<file path="config.mk">
export PLATFORM = sky130hd
export DESIGN_NAME = gf_redirect_ctrl
export DESIGN_NICKNAME = d
export VERILOG_FILES = /design/src/rtl/gf_redirect_ctrl.sv
export SDC_FILE = /design/constraint.sdc
export NUM_CORES = 1
export LEC_CHECK = 0
export BUFFER_PORTS_ARGS = -buffer_cell sky130_fd_sc_hd__buf_4
export CORE_MARGIN = 4
export CORE_UTILIZATION = 57
export CTS_BUF_LIST = sky130_fd_sc_hd__clkbuf_16
export CTS_CLUSTER_DIAMETER = 100
export DETAILED_ROUTE_END_ITERATION = 6
export GPL_ROUTABILITY_DRIVEN = 0
export PLACE_DENSITY = 0.93
export SYNTH_ARGS = -nofsm -noshare
export SYNTH_HDL_FRONTEND = slang
export SYNTH_SLANG_ARGS = --single-unit
</file>
<file path="constraint.sdc">
create_clock -name clk -period 5.27 [get_ports clk]
set_input_delay 0.2635 -clock clk [delete_from_list [all_inputs] [get_ports clk]]
set_output_delay 0.2635 -clock clk [all_outputs]
set_load 0.05 [all_outputs]
</file>
<file path="src/rtl/gf_redirect_ctrl.sv">
// gf_redirect_ctrl: sequences PC-generator redirects.
// Buffers one exception and one branch request, issues exactly one
// strobe per sequence (exception or jump, never both), then holds
// o_flush for FLUSH_CYCLES cycles before returning to IDLE.
// Optional interrupt source is enabled by defining GF_REDIR_IRQ_EN.
module gf_redirect_ctrl #(
  parameter int ADDR_LEN     = 64,
  parameter int FLUSH_CYCLES = 2
`ifdef GF_REDIR_IRQ_EN
  ,
  parameter logic [ADDR_LEN-1:0] IRQ_ID = ADDR_LEN'(64'h40)
`endif
) (
  input  logic                clk,
  input  logic                i_sig_rst_n,
  input  logic                i_exc_req,
  input  logic [ADDR_LEN-1:0] i_exc_id,
  output logic                o_exc_ack,
  input  logic                i_br_req,
  input  logic [ADDR_LEN-1:0] i_br_target,
  output logic                o_br_ack,
`ifdef GF_REDIR_IRQ_EN
  input  logic                i_irq,
  input  logic                i_irq_mask,
`endif
  output logic                o_sig_e,
  output logic [ADDR_LEN-1:0] o_e_id,
  output logic                o_sig_recv_jmp,
  output logic [ADDR_LEN-1:0] o_jmp_target,
  output logic                o_flush,
  output logic                o_busy
);

  typedef enum logic [1:0] {
    IDLE    = 2'd0,
    ISSUE_E = 2'd1,
    ISSUE_J = 2'd2,
    FLUSH   = 2'd3
  } state_t;

  // Counter reload value; the FLUSH state lasts (load + 1) cycles.
  localparam logic [3:0] FLUSH_LOAD = 4'(FLUSH_CYCLES - 1);

  state_t              state_reg, state_next;
  logic [3:0]          cnt_reg, cnt_next;
  logic                exc_v_reg;
  logic [ADDR_LEN-1:0] exc_id_reg;
  logic                br_v_reg;
  logic [ADDR_LEN-1:0] br_tgt_reg;
  logic                sig_e_reg, jmp_reg, flush_reg;
  logic [ADDR_LEN-1:0] e_id_reg, jmp_tgt_reg;
  logic [ADDR_LEN-1:0] e_id_next, jmp_tgt_next;
  logic                exc_clr, br_clr;
  logic                exc_ack, br_ack;

`ifdef GF_REDIR_IRQ_EN
  logic irq_q_reg, irq_pend_reg, src_irq_reg;
  logic irq_pend_next, src_irq_next, irq_clr, irq_rise;
`endif

  // Acks: an exception is taken whenever its slot is free; a branch only
  // in IDLE with nothing buffered and no exception competing this cycle.
  // Both are forced low while reset is asserted.
  always_comb begin
    exc_ack = i_sig_rst_n & i_exc_req & ~exc_v_reg;
    br_ack  = i_sig_rst_n & i_br_req & (state_reg == IDLE) &
              ~exc_v_reg & ~br_v_reg & ~exc_ack;
  end

  assign o_exc_ack = exc_ack;
  assign o_br_ack  = br_ack;

  // Next-state logic, slot clears and registered-output next values.
  always_comb begin
    state_next = state_reg;
    cnt_next   = cnt_reg;
    exc_clr    = 1'b0;
    br_clr     = 1'b0;
`ifdef GF_REDIR_IRQ_EN
    src_irq_next = src_irq_reg;
    irq_clr      = 1'b0;
`endif
    case (state_reg)
      IDLE: begin
        if (exc_v_reg) begin
          state_next = ISSUE_E;
`ifdef GF_REDIR_IRQ_EN
          src_irq_next = 1'b0;
        end else if (irq_pend_reg && !i_irq_mask) begin
          state_next   = ISSUE_E;
          src_irq_next = 1'b1;
`endif
        end else if (br_v_reg) begin
          state_next = ISSUE_J;
        end
      end
      ISSUE_E: begin
        // Exception wins: any branch still buffered is stale.
`ifdef GF_REDIR_IRQ_EN
        exc_clr = ~src_irq_reg;
        irq_clr = src_irq_reg;
`else
        exc_clr = 1'b1;
`endif
        br_clr     = 1'b1;
        cnt_next   = FLUSH_LOAD;
        state_next = FLUSH;
      end
      ISSUE_J: begin
        br_clr     = 1'b1;
        cnt_next   = FLUSH_LOAD;
        state_next = FLUSH;
      end
      FLUSH: begin
        if (cnt_reg == 4'd0) begin
          state_next = IDLE;
        end else begin
          cnt_next = cnt_reg - 4'd1;
        end
      end
      default: state_next = IDLE;
    endcase

    // Payloads are only non-zero alongside their strobe.
    e_id_next = '0;
    if (state_next == ISSUE_E) begin
`ifdef GF_REDIR_IRQ_EN
      e_id_next = src_irq_next ? IRQ_ID : exc_id_reg;
`else
      e_id_next = exc_id_reg;
`endif
    end
    jmp_tgt_next = (state_next == ISSUE_J) ? br_tgt_reg : '0;
  end

`ifdef GF_REDIR_IRQ_EN
  // Pending interrupt: set on an unmasked rising edge, dropped when
  // consumed or when the mask rises.
  always_comb begin
    irq_rise      = i_irq & ~irq_q_reg;
    irq_pend_next = ((irq_pend_reg & ~irq_clr) | irq_rise) & ~i_irq_mask;
  end

  // Interrupt edge detector, pending flag and issue-source record.
  always_ff @(posedge clk or negedge i_sig_rst_n) begin
    if (!i_sig_rst_n) begin
      irq_q_reg    <= 1'b0;
      irq_pend_reg <= 1'b0;
      src_irq_reg  <= 1'b0;
    end else begin
      irq_q_reg    <= i_irq;
      irq_pend_reg <= irq_pend_next;
      src_irq_reg  <= src_irq_next;
    end
  end
`endif

  // State, counter, request slots and registered PC-generator outputs.
  always_ff @(posedge clk or negedge i_sig_rst_n) begin
    if (!i_sig_rst_n) begin
      state_reg   <= IDLE;
      cnt_reg     <= 4'd0;
      exc_v_reg   <= 1'b0;
      exc_id_reg  <= '0;
      br_v_reg    <= 1'b0;
      br_tgt_reg  <= '0;
      sig_e_reg   <= 1'b0;
      jmp_reg     <= 1'b0;
      flush_reg   <= 1'b0;
      e_id_reg    <= '0;
      jmp_tgt_reg <= '0;
    end else begin
      state_reg <= state_next;
      cnt_reg   <= cnt_next;
      if (exc_ack) begin
        exc_v_reg  <= 1'b1;
        exc_id_reg <= i_exc_id;
      end else if (exc_clr) begin
        exc_v_reg <= 1'b0;
      end
      if (br_ack) begin
        br_v_reg   <= 1'b1;
        br_tgt_reg <= i_br_target;
      end else if (br_clr) begin
        br_v_reg <= 1'b0;
      end
      sig_e_reg   <= (state_next == ISSUE_E);
      jmp_reg     <= (state_next == ISSUE_J);
      flush_reg   <= (state_next == FLUSH);
      e_id_reg    <= e_id_next;
      jmp_tgt_reg <= jmp_tgt_next;
    end
  end

  assign o_sig_e        = sig_e_reg;
  assign o_e_id         = e_id_reg;
  assign o_sig_recv_jmp = jmp_reg;
  assign o_jmp_target   = jmp_tgt_reg;
  assign o_flush        = flush_reg;
  assign o_busy         = (state_reg != IDLE) | exc_v_reg | br_v_reg;

endmodule

</file>
==> Yosys cells after proc, flatten, opt, wreduce, memory -nomap -nowiden <==
Cells that the tools add are included.
{ "totals": {"inputBits": 132, "register_bits": 267, "output_inout_bits": 134, "wordCells": 53} }
{ "classes": {"n_addsub": 1, "mux": 14, "reduce_logical": 8, "eq_ne": 7, "n_bitwise": 12} }
{ "ops": {"columns": ["op", "n"], "rows": [
  ["2-to-1 mux 64 bit", 2],
  ["== test 2 bit (second input constant)", 4],
  ["one-hot mux 4 bit (2 select lines)", 1],
  ["nonzero test 2 bit", 4],
  ["AND 1 bit", 7],
  ["2-to-1 mux 1 bit", 6],
  ["2-to-1 mux 2 bit", 3],
  ["one-hot mux 2 bit (3 select lines)", 1],
  ["== test 2 x 1 -> 1 bit (second input constant)", 2],
  ["zero test 4 bit", 1],
  ["2-to-1 mux 4 bit", 1],
  ["subtractor 4 x 1 -> 4 bit (second input constant)", 1],
  ["inverter 1 bit", 3],
  ["zero test 2 bit", 1],
  ["!= test 2 bit (second input constant)", 1],
  ["OR 1 bit", 2],
  ["AND reduction 2 bit", 1],
  ["OR reduction 2 bit", 1]
]} }

==> Logic depth before layout (Yosys ltp) <==
{ "depth": {"depth_word": 6, "depth_mapped": 8, "ltp_nobuf": 5} }

==> Worst setup path before layout <==
OpenSTA, ideal clock, no wires.
{ "synth_path": {"path_kind": "reg2reg", "from": "reg cnt_reg[0]", "to": "reg jmp_tgt_reg[36], in the netlist o_jmp_target[36]", "synth_period_minus_slack_ns": 1.940, "required_time_ns": 5.148, "setup_time_ns": 0.122, "path_stages_with_launch": 9, "n_path_buf": 3, "arrival_ns": 1.819, "setup_slack_ns": 3.330, "cell_sequence": "dfrtp_1 -> inv_1 -> ha_1 -> nor3b_2 -> or4b_1 -> buf_2 -> buf_6 -> buf_2 -> o2111a_1"} }
{ "synth_via": {"elab_chain_len": 5} }
{ "synth_rtl": {"columns": ["element", "line", "rtl"], "rows": [
  ["start, declared", "45", "logic [3:0] cnt_reg, cnt_next;"],
  ["start signal, assigned", "174", "cnt_reg <= cnt_next;"],
  ["zero test 4 bit", "115", "if (cnt_reg == 4'd0) begin"],
  ["2-to-1 mux 2 bit", "115", null],
  ["one-hot mux 2 bit (3 select lines)", "83", "case (state_reg)"],
  ["== test 2 bit", "133", "jmp_tgt_next = (state_next == ISSUE_J) ? br_tgt_reg : '0;"],
  ["2-to-1 mux 64 bit", "133", null],
  ["named net jmp_tgt_next[36]", "52", "logic [ADDR_LEN-1:0] e_id_next, jmp_tgt_next;"],
  ["end signal, assigned", "191", "jmp_tgt_reg <= jmp_tgt_next;"],
  ["end, declared", "51", "logic [ADDR_LEN-1:0] e_id_reg, jmp_tgt_reg;"]
]} }
The timed path passes the listed nets, and every way through them passes these cells.
A chain may end at the register's enable or synchronous reset.

==> Worst setup path after layout <==
{ "layout_path": {"from": "in i_sig_rst_n", "to": "out o_br_ack"} }
{ "layout_via": {"elab_chain_len": 5, "elab_cells_between_ends": 8, "classes_between": "bitwise: 8"} }
{ "layout_rtl": {"columns": ["element", "line", "rtl"], "rows": [
  ["start, declared", "15", "input logic i_sig_rst_n,"],
  ["AND 1 bit (3 in a row)", "66", "br_ack = i_sig_rst_n & i_br_req & (state_reg == IDLE) &"],
  ["AND 1 bit", "67", "~exc_v_reg & ~br_v_reg & ~exc_ack;"],
  ["AND 1 bit (*)", "67", null],
  ["end, declared", "21", "output logic o_br_ack,"]
]} }
Mark *: on every way between the ends. The rest lies on a longest branch, timed or not.

==> impl_metrics.yaml <==
critical_path:
  crit_top_cell: "buf_4"
  worstPathCellList: "dlygate4sd3_1 -> buf_8 -> nor2b_1 -> nand4_1 -> buf_4 -> inv_1 -> buf_4"
  crit_slowest_cell: "dlygate4sd3_1"
  path_class: "in -> out"
  cp_max_fo: 63
  crit_path_start_kind: "input port"
  worstPathRequired_ps: 5010
  worstSetupEndpointType: "primary output"
  cp.arrival_ps: 2940
  max_stage_delay_ps: 570
die:
  die_h_um: 142.1
  coreArea_um2: 17480
  dieArea_um2: 20200
  io_pins: 266
  die_w_um: 142.1
  initial_utilization: 0.5866
  num_rows: 48
clock_tree:
  cts_buffers: 27
  cts_sinks: 267
  cts_tree: "built"
  cts_setup_buffers: 0
  clk_pin_slew_ps: 60
  clockBufferDepth: 3
  ctsHtreeMaxLevel: 1
  root_buffer: "clkbuf_16"
  worst_skew_pair.late_latency_ps: 520
timing:
  worstMarginPinSlew_ps: 1195
  slew_headroom: 0.2030
  hold_viol: 0
  finClkSkew_ps: 10.08
  fmax_mhz: 312.0
  fin_setup_tns_ps: 0
  grt_setup_unrepaired: "no"
  setup-violations-final: 0
  period_minus_slack_ps: 3205
  slew_violations: 0
  post-route-period-util: 0.6083
layout:
  layout-drive-gt1-share: 0.4400
  mostFrequentLayoutCells: "buf_4, dfrtp_1, dlygate4sd3_1"
  fin_cells: 1261
  seq_area_um2: 6681
  fillerInstances: 808
  layout_commonest_cell: "buf_4"
  layout.nets: 1151
  multi_input_area_um2: 3284
  area_delta_synth_final_pct: 41.21
routing:
  drt_pass1_iterations: 5
  drt_iter0_markers: 404
  viasPerCell: 5.895
  drc: 0
  ant_nets: 0
  wirelength_mm: 29.11
  vias: 7434
  post_drt_wl_per_cell_um: 23.09
synthesis:
  ys_warn_count: 0
  ys_seq_elements: 267
  synth.area.top_cells: "dfrtp_1, mux2_2, o2111a_1"
  ys_seq_area_frac: 0.6517
  syn_area_um2: 10250
  async_flop_share: 1.000
  synth_cells: 651
  ys.flop_type: "dfrtp_1"
  postSynthAreaPerCell_um2: 15.75
  synth_edf_count: 0
  synth_nets: 788
  yosysUniqueCellTypes: 32
  synth.largest_area_cell: "dfrtp_1"
  synth_top_area_share: 0.6517
power_and_ir_drop:
  ir_worst_vdd_mv: 0.5000
  power.density_nw_per_um2: 657.8
  cellLeakagePower_nw: 7.128
grt:
  overflow: 0
  grt_antenna_before_repair: 1
  grt_pass1_wl_mm: 45.13
  grt_pass1_vias: 8225
  grt_max_degree: 75
  grt_usage: 0.2825
flow_run:
  cap_violations: 0
outcome:
  status: "finished clean"
hold_path:
  hold_path_class: "in -> async"
placement:
  hpwlAfterDp_mm: 15.40
  dp_cells: 1081
  io_buffers: 265
==> cells by family after synthesis <==
group                      synth area share
muxes                                0.1435
AOI/OAI and AO/OA                    0.1499
buffers and inverters               0.03551
adders and majority gates          0.006102
and+or+nand+nor                     0.01330
DFF                                  0.6517
==> routing by layer <==
metal / share of wire / GRT usage
met5: 0 / 0
met4: 0.027 / 0.08939
met3: 0.089 / 0.07224
met2: 0.50 / 0.4743
met1: 0.38 / 0.3644
==> layout make-up <==
cell class | instances | area share
clock inverter | 22 | 0.008729
clock buffer | 27 | 0.04667
inverter | 10 | 0.002593
tap | 225 | 0.01945
timing repair buffer | 407 | 0.2339
sequential | 267 | 0.4615
multi-input combinational | 301 | 0.2269
antenna | 2 | 0.0003457
==> synthesized netlist by cell type (2+ instances only) <==
library cell and number:
dfrtp_1 267, mux2_2 128, o2111a_1 128, clkbuf_1 36, buf_2 27, inv_1 10, buf_1 7, nand2_1 7
ha_1 5, nor2b_1 4, mux2i_1 3, nor2_1 3, o21ai_0 3, a2bb2oi_1 2, buf_6 2, nor3_1 2
o22ai_1 2
==> power breakdown <==
group | switching, W | internal, W | leakage [nW]
combinational | 0.00293 | 0.00153 | 3.28
sequential | 0.000438 | 0.00287 | 3.44
clock | 0.000775 | 0.000976 | 0.407
total | 0.00415 | 0.00538 | 7.13
==> worst max-delay path, delay by kind of cell <==
kind	cells	cell delay, ps
buffers and inverters	5	1860
and+or+nand+nor	2	740
==> final timing paths <==
kind	startpoint	end	slack, ps	cells after the start
min	i_sig_rst_n	o_e_id[42]$_DFF_PN0_	270	2
min reg2reg	br_tgt_reg[17]$_DFFE_PN0P_	br_tgt_reg[17]$_DFFE_PN0P_	510	1
max reg2reg	state_reg[0]$_DFF_PN0_	o_jmp_target[59]$_DFF_PN0_	2090	6
min in group clk	i_exc_req	br_v_reg$_DFFE_PN0P_	430	4
max in group asynchronous	i_sig_rst_n	o_jmp_target[32]$_DFF_PN0_	2910	4
max	i_sig_rst_n	o_br_ack	2060	7
==> stage by stage <==
step	utilization	power (W)	setup slack, ps	hold slack [ps]	area, um^2
after global placement	0.7083	0.007412	2350	223.0	12380
final	0.8284	0.009523	2065	274.4	14480
after CTS	0.8281	0.009407	2123	271.3	14470
after floorplan	-	0.006243	3330	-32.09	10250
after global routing	0.8283	0.009932	1900	313.6	14480
after detailed placement	0.7083	0.007552	2203	225.8	12380
==> what timing repair did <==
action / in CTS / in global routing
hold buffers: 129 / 0
setup endpoints to repair: 0 / 0
resized for setup: 0 / 0
endpoints found under the hold margin: 188 / 0
(Power assumes the default switching activity.)
